**src/rtl/bcd_seg_scan_if.sv**
```systemverilog
// Display-side bundle between the BCD source/control and the seven-segment scan driver.
// Carries the BCD value, load strobe, enable, and the active-low select and segment outputs.
interface bcd_seg_scan_if;
    logic [11:0] bcd_in;
    logic        load;
    logic        en;
    logic [2:0]  sel;
    logic [7:0]  seg;

    modport master (output bcd_in, load, en, input sel, seg);
    modport slave  (input bcd_in, load, en, output sel, seg);
endinterface

```
**src/rtl/bcd_seg_scan.sv**
```systemverilog
// Three-digit multiplexed seven-segment scan driver (common anode, active-low) with leading-zero blanking.
// Latency: disp captures 1 edge after load; a digit shows on the next tick selecting it; en low darkens in 1 edge. No backpressure.
module bcd_seg_scan #(
    parameter int SCAN_CNT_MAX = 50_000
) (
    input  logic           sys_clk,
    input  logic           sys_rst_n,
    bcd_seg_scan_if.slave  bus
);
    localparam int            CW       = $clog2(SCAN_CNT_MAX);
    localparam logic [CW-1:0] CNT_LAST = CW'(SCAN_CNT_MAX - 1);

    typedef enum logic [1:0] {
        DIG_UNITS = 2'd0,
        DIG_TENS  = 2'd1,
        DIG_HUNDS = 2'd2,
        DIG_BAD   = 2'd3
    } digit_e;

    logic [CW-1:0] cnt_q, cnt_d;
    digit_e        idx_q, idx_d;
    logic [11:0]   disp_q, disp_d;
    logic [2:0]    sel_q, sel_d;
    logic [7:0]    seg_q, seg_d;
    logic          tick;
    logic [3:0]    nib;
    logic          blank;

    function automatic logic [7:0] seg_decode(input logic [3:0] n);
        case (n)
            4'd0:    seg_decode = 8'hC0;
            4'd1:    seg_decode = 8'hF9;
            4'd2:    seg_decode = 8'hA4;
            4'd3:    seg_decode = 8'hB0;
            4'd4:    seg_decode = 8'h99;
            4'd5:    seg_decode = 8'h92;
            4'd6:    seg_decode = 8'h82;
            4'd7:    seg_decode = 8'hF8;
            4'd8:    seg_decode = 8'h80;
            4'd9:    seg_decode = 8'h90;
            default: seg_decode = 8'hBF;
        endcase
    endfunction

    always_ff @(posedge sys_clk or negedge sys_rst_n) begin
        if (!sys_rst_n) begin
            cnt_q  <= '0;
            idx_q  <= DIG_HUNDS;
            disp_q <= '0;
            sel_q  <= 3'b111;
            seg_q  <= 8'hFF;
        end else begin
            cnt_q  <= cnt_d;
            idx_q  <= idx_d;
            disp_q <= disp_d;
            sel_q  <= sel_d;
            seg_q  <= seg_d;
        end
    end

    always_comb begin
        tick   = (cnt_q == CNT_LAST);
        cnt_d  = cnt_q + CW'(1);
        idx_d  = idx_q;
        disp_d = disp_q;
        sel_d  = sel_q;
        seg_d  = seg_q;
        nib    = disp_q[3:0];
        blank  = 1'b0;

        if (tick) begin
            cnt_d = '0;
            case (idx_q)
                DIG_UNITS: idx_d = DIG_TENS;
                DIG_TENS:  idx_d = DIG_HUNDS;
                default:   idx_d = DIG_UNITS;
            endcase
        end

        if (bus.load) disp_d = bus.bcd_in;

        // Decode from the pre-edge disp so a coincident load waits for the following tick.
        case (idx_d)
            DIG_TENS: begin
                nib   = disp_q[7:4];
                blank = (disp_q[11:8] == 4'd0) && (disp_q[7:4] == 4'd0);
            end
            DIG_HUNDS: begin
                nib   = disp_q[11:8];
                blank = (disp_q[11:8] == 4'd0);
            end
            default: begin
                nib   = disp_q[3:0];
                blank = 1'b0;
            end
        endcase

        if (!bus.en) begin
            sel_d = 3'b111;
            seg_d = 8'hFF;
        end else if (tick) begin
            case (idx_d)
                DIG_UNITS: sel_d = 3'b110;
                DIG_TENS:  sel_d = 3'b101;
                DIG_HUNDS: sel_d = 3'b011;
                default:   sel_d = 3'b111;
            endcase
            seg_d = blank ? 8'hFF : seg_decode(nib);
        end
    end

    assign bus.sel = sel_q;
    assign bus.seg = seg_q;
endmodule
```
**src/flat_wrapper.sv**
```systemverilog
// flat-port wrapper written by rule: the top's interface ports become plain ports
module bcd_seg_scan_flat 
#(
    parameter int SCAN_CNT_MAX = 50_000
)
  (sys_clk, sys_rst_n, bus_bcd_in, bus_load, bus_en, bus_sel, bus_seg);
  bcd_seg_scan_if bus_i ();
  input  logic sys_clk;
  input  logic sys_rst_n;
  input wire logic [$bits(bus_i.bcd_in)-1:0] bus_bcd_in;
  input wire logic [$bits(bus_i.load)-1:0] bus_load;
  input wire logic [$bits(bus_i.en)-1:0] bus_en;
  output wire logic [$bits(bus_i.sel)-1:0] bus_sel;
  output wire logic [$bits(bus_i.seg)-1:0] bus_seg;
  assign bus_i.bcd_in = bus_bcd_in;
  assign bus_i.load = bus_load;
  assign bus_i.en = bus_en;
  assign bus_sel = bus_i.sel;
  assign bus_seg = bus_i.seg;
  bcd_seg_scan #(.SCAN_CNT_MAX(SCAN_CNT_MAX)) u_core (.sys_clk(sys_clk), .sys_rst_n(sys_rst_n), .bus(bus_i));
endmodule
```
**config.mk**
```make
export PLATFORM = sky130hd
export DESIGN_NAME = bcd_seg_scan_flat
export DESIGN_NICKNAME = d
export VERILOG_FILES = /design/src/rtl/bcd_seg_scan_if.sv /design/src/rtl/bcd_seg_scan.sv /design/src/flat_wrapper.sv
export SDC_FILE = /design/constraint.sdc
export NUM_CORES = 1
export LEC_CHECK = 0
export CORE_MARGIN = 10
export CORE_UTILIZATION = 40
export CTS_CLUSTER_SIZE = 10
export DETAILED_ROUTE_END_ITERATION = 8
export PLACE_DENSITY_LB_ADDON = 0.15
export SLEW_MARGIN = 25
export SYNTH_ARGS = -nofsm -noshare
export SYNTH_HDL_FRONTEND = slang
export SYNTH_SLANG_ARGS = --single-unit
```
**constraint.sdc**
```tcl
create_clock -name sys_clk -period 3.5 [get_ports sys_clk]
set_clock_uncertainty 0.2 [all_clocks]
set_input_delay 0.7 -clock sys_clk [delete_from_list [all_inputs] [get_ports sys_clk]]
set_output_delay 0.7 -clock sys_clk [all_outputs]
set_load 0.1 [all_outputs]
```
Yosys cells after proc, flatten, opt, wreduce, memory -nomap -nowiden
Memories as Yosys holds them, arrays and structs flattened.
Index checks and enable logic that the tools add are counted.
{"block": "word_totals", "register_bits": 41, "rom_bits": 112, "word_cells": 28, "output_inout_bits": 11, "in_bits": 16, "memories": 1}
{"name": "(no name shown)", "words": 16, "word_bits": 7, "rd": 1, "rd_ports_with_merged_regs": 0, "write_ports": 0, "line": "bcd_seg_scan.sv:30", "source": "case (n)"}
{"block": "op_classes", "n_reduce_logical": 5, "addsub": 1, "n_eq_ne": 5, "mux": 11}
{"operator": "8-bit two-way mux", "count": 3}
{"operator": "16-bit by 1-bit adder with 16-bit output (second input constant)", "count": 1}
{"operator": "16-bit == test (second input constant)", "count": 1}
{"operator": "16-bit two-way mux", "count": 1}
{"operator": "3-bit one-hot mux with 3 select lines", "count": 1}
{"operator": "4-bit zero test", "count": 2}
{"operator": "4-bit one-hot mux with 2 select lines", "count": 1}
{"operator": "3-bit two-way mux", "count": 2}
{"operator": "2-bit by 1-bit == test with 1-bit output (second input constant)", "count": 2}
{"operator": "2-bit zero test", "count": 2}
{"operator": "2-bit one-hot mux with 2 select lines", "count": 1}
{"operator": "2-bit == test (second input constant)", "count": 1}
{"operator": "2-bit two-way mux", "count": 1}
{"operator": "2-bit by 1-bit != test with 1-bit output (second input constant)", "count": 1}
{"operator": "1-bit one-hot mux with 2 select lines", "count": 1}
{"operator": "1-bit logical AND", "count": 1}

Depth between registers and ports, before layout
Gate-level depths: netlist (run 1).
An unclocked memory read counts as a cell.
{"block": "logic_depth", "depth_word": 9, "mapped_depth": 17, "depth_no_buf": 16}

Worst setup path before layout (run 1)
OpenSTA, ideal clock, no wires.
{"block": "synth_path", "path_kind": "reg2reg", "start": "register u_core.cnt_q[0]", "end": "register u_core.seg_q[4], in the netlist u_core.bus.seg[4]", "required_time_ns": 3.223, "arrival_ns": 3.240, "path_slack_ns": -0.017, "synth_period_minus_slack_ns": 3.517, "setup_ns": 0.077, "path_stages_with_launch": 17, "path_cell_list": "dfrtp_1 > ha_1 > and3_1 > nand4_1 > clkbuf_1 > nor3_1 > a21oi_1 > inv_1 > ha_1 > a22o_2 > mux2i_4 > inv_1 > ha_1 > mux2_2 > a21oi_1 > mux2i_1 > a31oi_1"}
{"block": "synth_via", "elab_chain_cells": 8}
{"item": "start, declared", "line": "bcd_seg_scan.sv:20", "source": "logic [CW-1:0] cnt_q, cnt_d;"}
{"item": "start signal, assigned", "line": "bcd_seg_scan.sv:53", "source": "cnt_q <= cnt_d;"}
{"item": "16-bit == test *", "line": "bcd_seg_scan.sv:62", "source": "tick = (cnt_q == CNT_LAST);"}
{"item": "2-bit two-way mux *", "line": "bcd_seg_scan.sv:71", "source": "if (tick) begin"}
{"item": "net u_core.idx_d[0]", "line": "bcd_seg_scan.sv:21", "source": "digit_e idx_q, idx_d;"}
{"item": "2-bit == test or 2-bit by 1-bit == test with 1-bit output (tied branches)", "line": "bcd_seg_scan.sv:83", "source": "case (idx_d)"}
{"item": "4-bit one-hot mux with 2 select lines", "line": "bcd_seg_scan.sv:83"}
{"item": "memory read 16 x 7 bit"}
{"item": "8-bit two-way mux *", "line": "bcd_seg_scan.sv:108", "source": "seg_d = blank ? 8'hFF : seg_decode(nib);"}
{"item": "8-bit two-way mux *", "line": "bcd_seg_scan.sv:101", "source": "end else if (tick) begin"}
{"item": "8-bit two-way mux *", "line": "bcd_seg_scan.sv:98", "source": "if (!bus.en) begin"}
{"item": "end signal, assigned", "line": "bcd_seg_scan.sv:57", "source": "seg_q <= seg_d;"}
{"item": "end, declared", "line": "bcd_seg_scan.sv:24", "source": "logic [7:0] seg_q, seg_d;"}
The timed path passes the listed nets; every way through them passes the cells marked *. The select of a mux whose other input is x is not followed.
A chain may end at the register's enable or synchronous reset.

Worst setup path after layout (run 1)
Same ends and word-level chain as after synthesis.

==> flow_summary.yaml, run 1 <==
route:
  drtAntennaViolNets: 0
  drc: 0
  postRouteWirelength_um: 4230
  via_per_inst: 5.21
  drtIter0Drc: 48
  wl_per_cell_um: 14.6
  dr.pass1.iters: 4
  vias: 1512
clock_tree:
  cts_sinks: 40
  tritoncts: "built"
  cts_hold_buf: 0
  numCtsBuffers: 5
  clk_path_buf_depth: 2
  cts.root.buffer_cell: "clkbuf_8"
  cts_max_level: 2
  clock_latency_ns: 0.29
  clkTransAtPathRegs_ns: 0.07
synthesis:
  netlist-cell-type-count: 43
  ys_seq_elements: 40
  yosys.area.top_type: "dfrtp_1"
  syn_inst: 184
  ys.warnings.count: 0
  synth_nets: 207
  synthTopCellsByArea: "dfrtp_1 (35%), dfstp_2 (14%), mux2_2 (7.6%), ha_1 (4.2%), xor2_1 (3.4%)"
  netlist_area_um2: 2070
  seq_area_frac_synth_pct: 49.0
  synthArstFlopShare_pct: 100
  synth-edff-count: 0
  ys.flop_type: "dfrtp_1"
  syn-mean-instance-area_um2: 11.3
  yosys.area.top_type_share_pct: 35.0
timing:
  fin_ws_ns: 0.171
  fin_crit_sh_pct: 95.1
  setup_viol: 0
  tightestPinTransition_ns: 0.878
  hold_viol_final: 0
  fin_crit_ns: 3.33
  holdWs_ns: 0.305
  slew-limit-headroom_pct: 41.4
  slew_violations: 0
  clock.fmax_mhz: 300
floorplan:
  die-area_um2: 8450
  dieHeight_um: 92.0
  initial_core_util_pct: 40.8
  io_pins: 27
  die_x_um: 92.0
  coreArea_um2: 5070
  rows: 26
finish:
  drive_gt1_share_pct: 31.8
  area_delta_synth_final_pct: 23.0
  design_area_um2: 2550
  stdcell_count: 290
  final-seq-area_um2: 1010
  insertedDiodeCount: 0
  final.fill_count: 464
  fin_nets: 242
  multi_input_area_um2: 1050
global_routing:
  use_met1_pct: 12.2
  antenna_found_initial: 0
  grt_busiest_layer: "met2"
  grt_max_degree: 41
  grt_pass1_vias: 1581
  track_usage_pct: 10.7
  gr-total-overflow: 0
  grt_pass1_wl_um: 7400
  grtUsageMet3_pct: 3.59
  met2_usage_pct: 18.3
status:
  status: "finished, final reports clean"
placed_design:
  dp_cells: 280
  dp_slack_ns: 0.0465
  dpl_cell_area_um2: 2400
  io_buffers: 25
  place_hpwl_um: 3280
  gp_congestion: 0.845
setup_path:
  critPathKind: "reg2reg"
  r2r.worst_path.cells: 16
  arrival_ns: 3.35
  cp-start-kind: "flip-flop"
  end_kind: "flip-flop"
  critPathRequiredTime_ns: 3.52
  critPathMaxFanout: 6
worst_hold_path:
  whs_path_depth: 1
  hold_class: "reg2reg"
power_and_ir_drop:
  vdd_drop_max_v: 0.000183
  leakage_uw: 0.00105
  total_power_uw: 901
  power_density_nw_per_um2: 354
flow_run:
  maxCapViolCount: 0
critical path: stages (launching register included):
cell	delay [ns]
dfrtp_1	0.42
ha_1	0.25
and3_1	0.18
nand4_1	0.09
buf_4	0.15
nor3_1	0.06
a21oi_2	0.16
inv_1	0.08
ha_2	0.23
a22o_2	0.28
mux2i_4	0.14
inv_1	0.08
ha_1	0.23
mux2_2	0.27
a21oi_1	0.17
mux2i_1	0.10
a31oi_1	0.17
cell usage in the layout, fill, tap and decap left out, types with 3 or more instances in the layout:
master,count
mux2_2,14
nor2_1,16
inv_1,4
dfstp_2,11
a21oi_2,3
and3_1,3
mux2i_4,3
o211ai_1,3
a31oi_1,3
xor2_1,8
nand3_1,12
dfrtp_1,29
ha_1,5
a21oi_1,4
nor3b_1,5
clkdlybuf4s50_1,14
nor3_1,5
buf_4,19
nand2_1,11
nor2b_1,3
clkbuf_8,6
xnor2_1,5
registers in the layout (all words and copies together) (netlist names):
| register | count |
|---|---|
| u_core.bus.seg | 7 |
| u_core.cnt_q | 16 |
| u_core.bus.sel | 3 |
| u_core.idx_q | 2 |
| u_core.disp_q | 12 |
cell type report:
type / instances / area share, %
clock inverters: 2 / 0.393
multi-input cells: 134 / 41.2
well taps: 70 / 3.44
clock buffers: 6 / 3.24
inverters: 4 / 0.590
flip-flops and latches: 40 / 39.9
repair buffers: 34 / 11.3
timing repair:
action | 4_1_cts | 5_1_grt
setup buffers | 0 | 2
setup endpoints to repair | 0 | 7
gates resized for setup | 0 | 8
layer usage:
layer	share of wire, %	wire length [um]	vias to the layer above
li1	-	-	731
met1	43	1810	748
met2	52	2210	26
met3	3.5	148	7
met4	1.3	54	0
met5	0	0	-
kinds of logic (layout without fill, tap and decap cells):
family	count (synthesis)	in the layout	synth area share [%]
and+or+nand+nor	69	69	18.0
DFF	40	40	49.0
AOI/OAI and AO/OA	26	26	9.49
muxes	18	18	11.4
xor gates and xnor gates	13	13	5.50
buffers and inverters	10	46	2.23
adders and majority gates	7	7	4.23
other	1	1	0.181
worst paths after layout:
path | start | to | slack (ns)
setup / recovery | u_core.cnt_q[0]$_DFF_PN0_ | u_core.bus.seg[4]$_DFFE_PN1P_ | 0.17
hold / removal | u_core.cnt_q[0]$_DFF_PN0_ | u_core.cnt_q[0]$_DFF_PN0_ | 0.30
setup reg to reg | u_core.cnt_q[0]$_DFF_PN0_ | u_core.bus.seg[4]$_DFFE_PN1P_ | 0.17
hold reg to reg | u_core.cnt_q[0]$_DFF_PN0_ | u_core.cnt_q[0]$_DFF_PN0_ | 0.30
max in group asynchronous | sys_rst_n | u_core.cnt_q[0]$_DFF_PN0_ | 2.23
min in group asynchronous | sys_rst_n | u_core.disp_q[4]$_DFFE_PN0P_ | 0.32
Yosys cell counts, drive strengths merged (2+ instances only):
master	count
a41oi	2
nand3	13
nor3b	6
mux2	14
ha	7
nor2	16
mux2i	4
nor3	6
buf	4
and4	2
inv	4
nor2b	3
nand2	11
a31oi	3
xor2	8
xnor2	5
a22o	3
nand4	2
nor4	3
o21ai	3
and3	3
o211ai	3
clkbuf	2
dfstp	11
and2	2
dfrtp	29
a21oi	8
report_power, final:
part	internal [uW]	switching, uW
registers	477	13.6
logic	48.0	49.2
clock network	157	156
total	682	219
stage by stage:
step                      setup TNS [ns]  util [%]
final                                  0      50.2
after global routing             -0.0126      50.2
after CTS                              0      49.1
after detailed placement               0      47.3
after global placement                 0      47.3
after floorplan                        0         -
Power figures use the tool's default switching activity.
==> run 2: changes to the inputs <==
--- a/config.mk
+++ b/config.mk
@@ -5,6 +5,7 @@
 export SDC_FILE = /design/constraint.sdc
 export NUM_CORES = 1
 export LEC_CHECK = 0
+export CAP_MARGIN = 10
 export CORE_MARGIN = 10
 export CORE_UTILIZATION = 40
 export CTS_CLUSTER_SIZE = 10
==> results of run 2 <==
Final layout, timing and power as in run 1 (identical DEF).
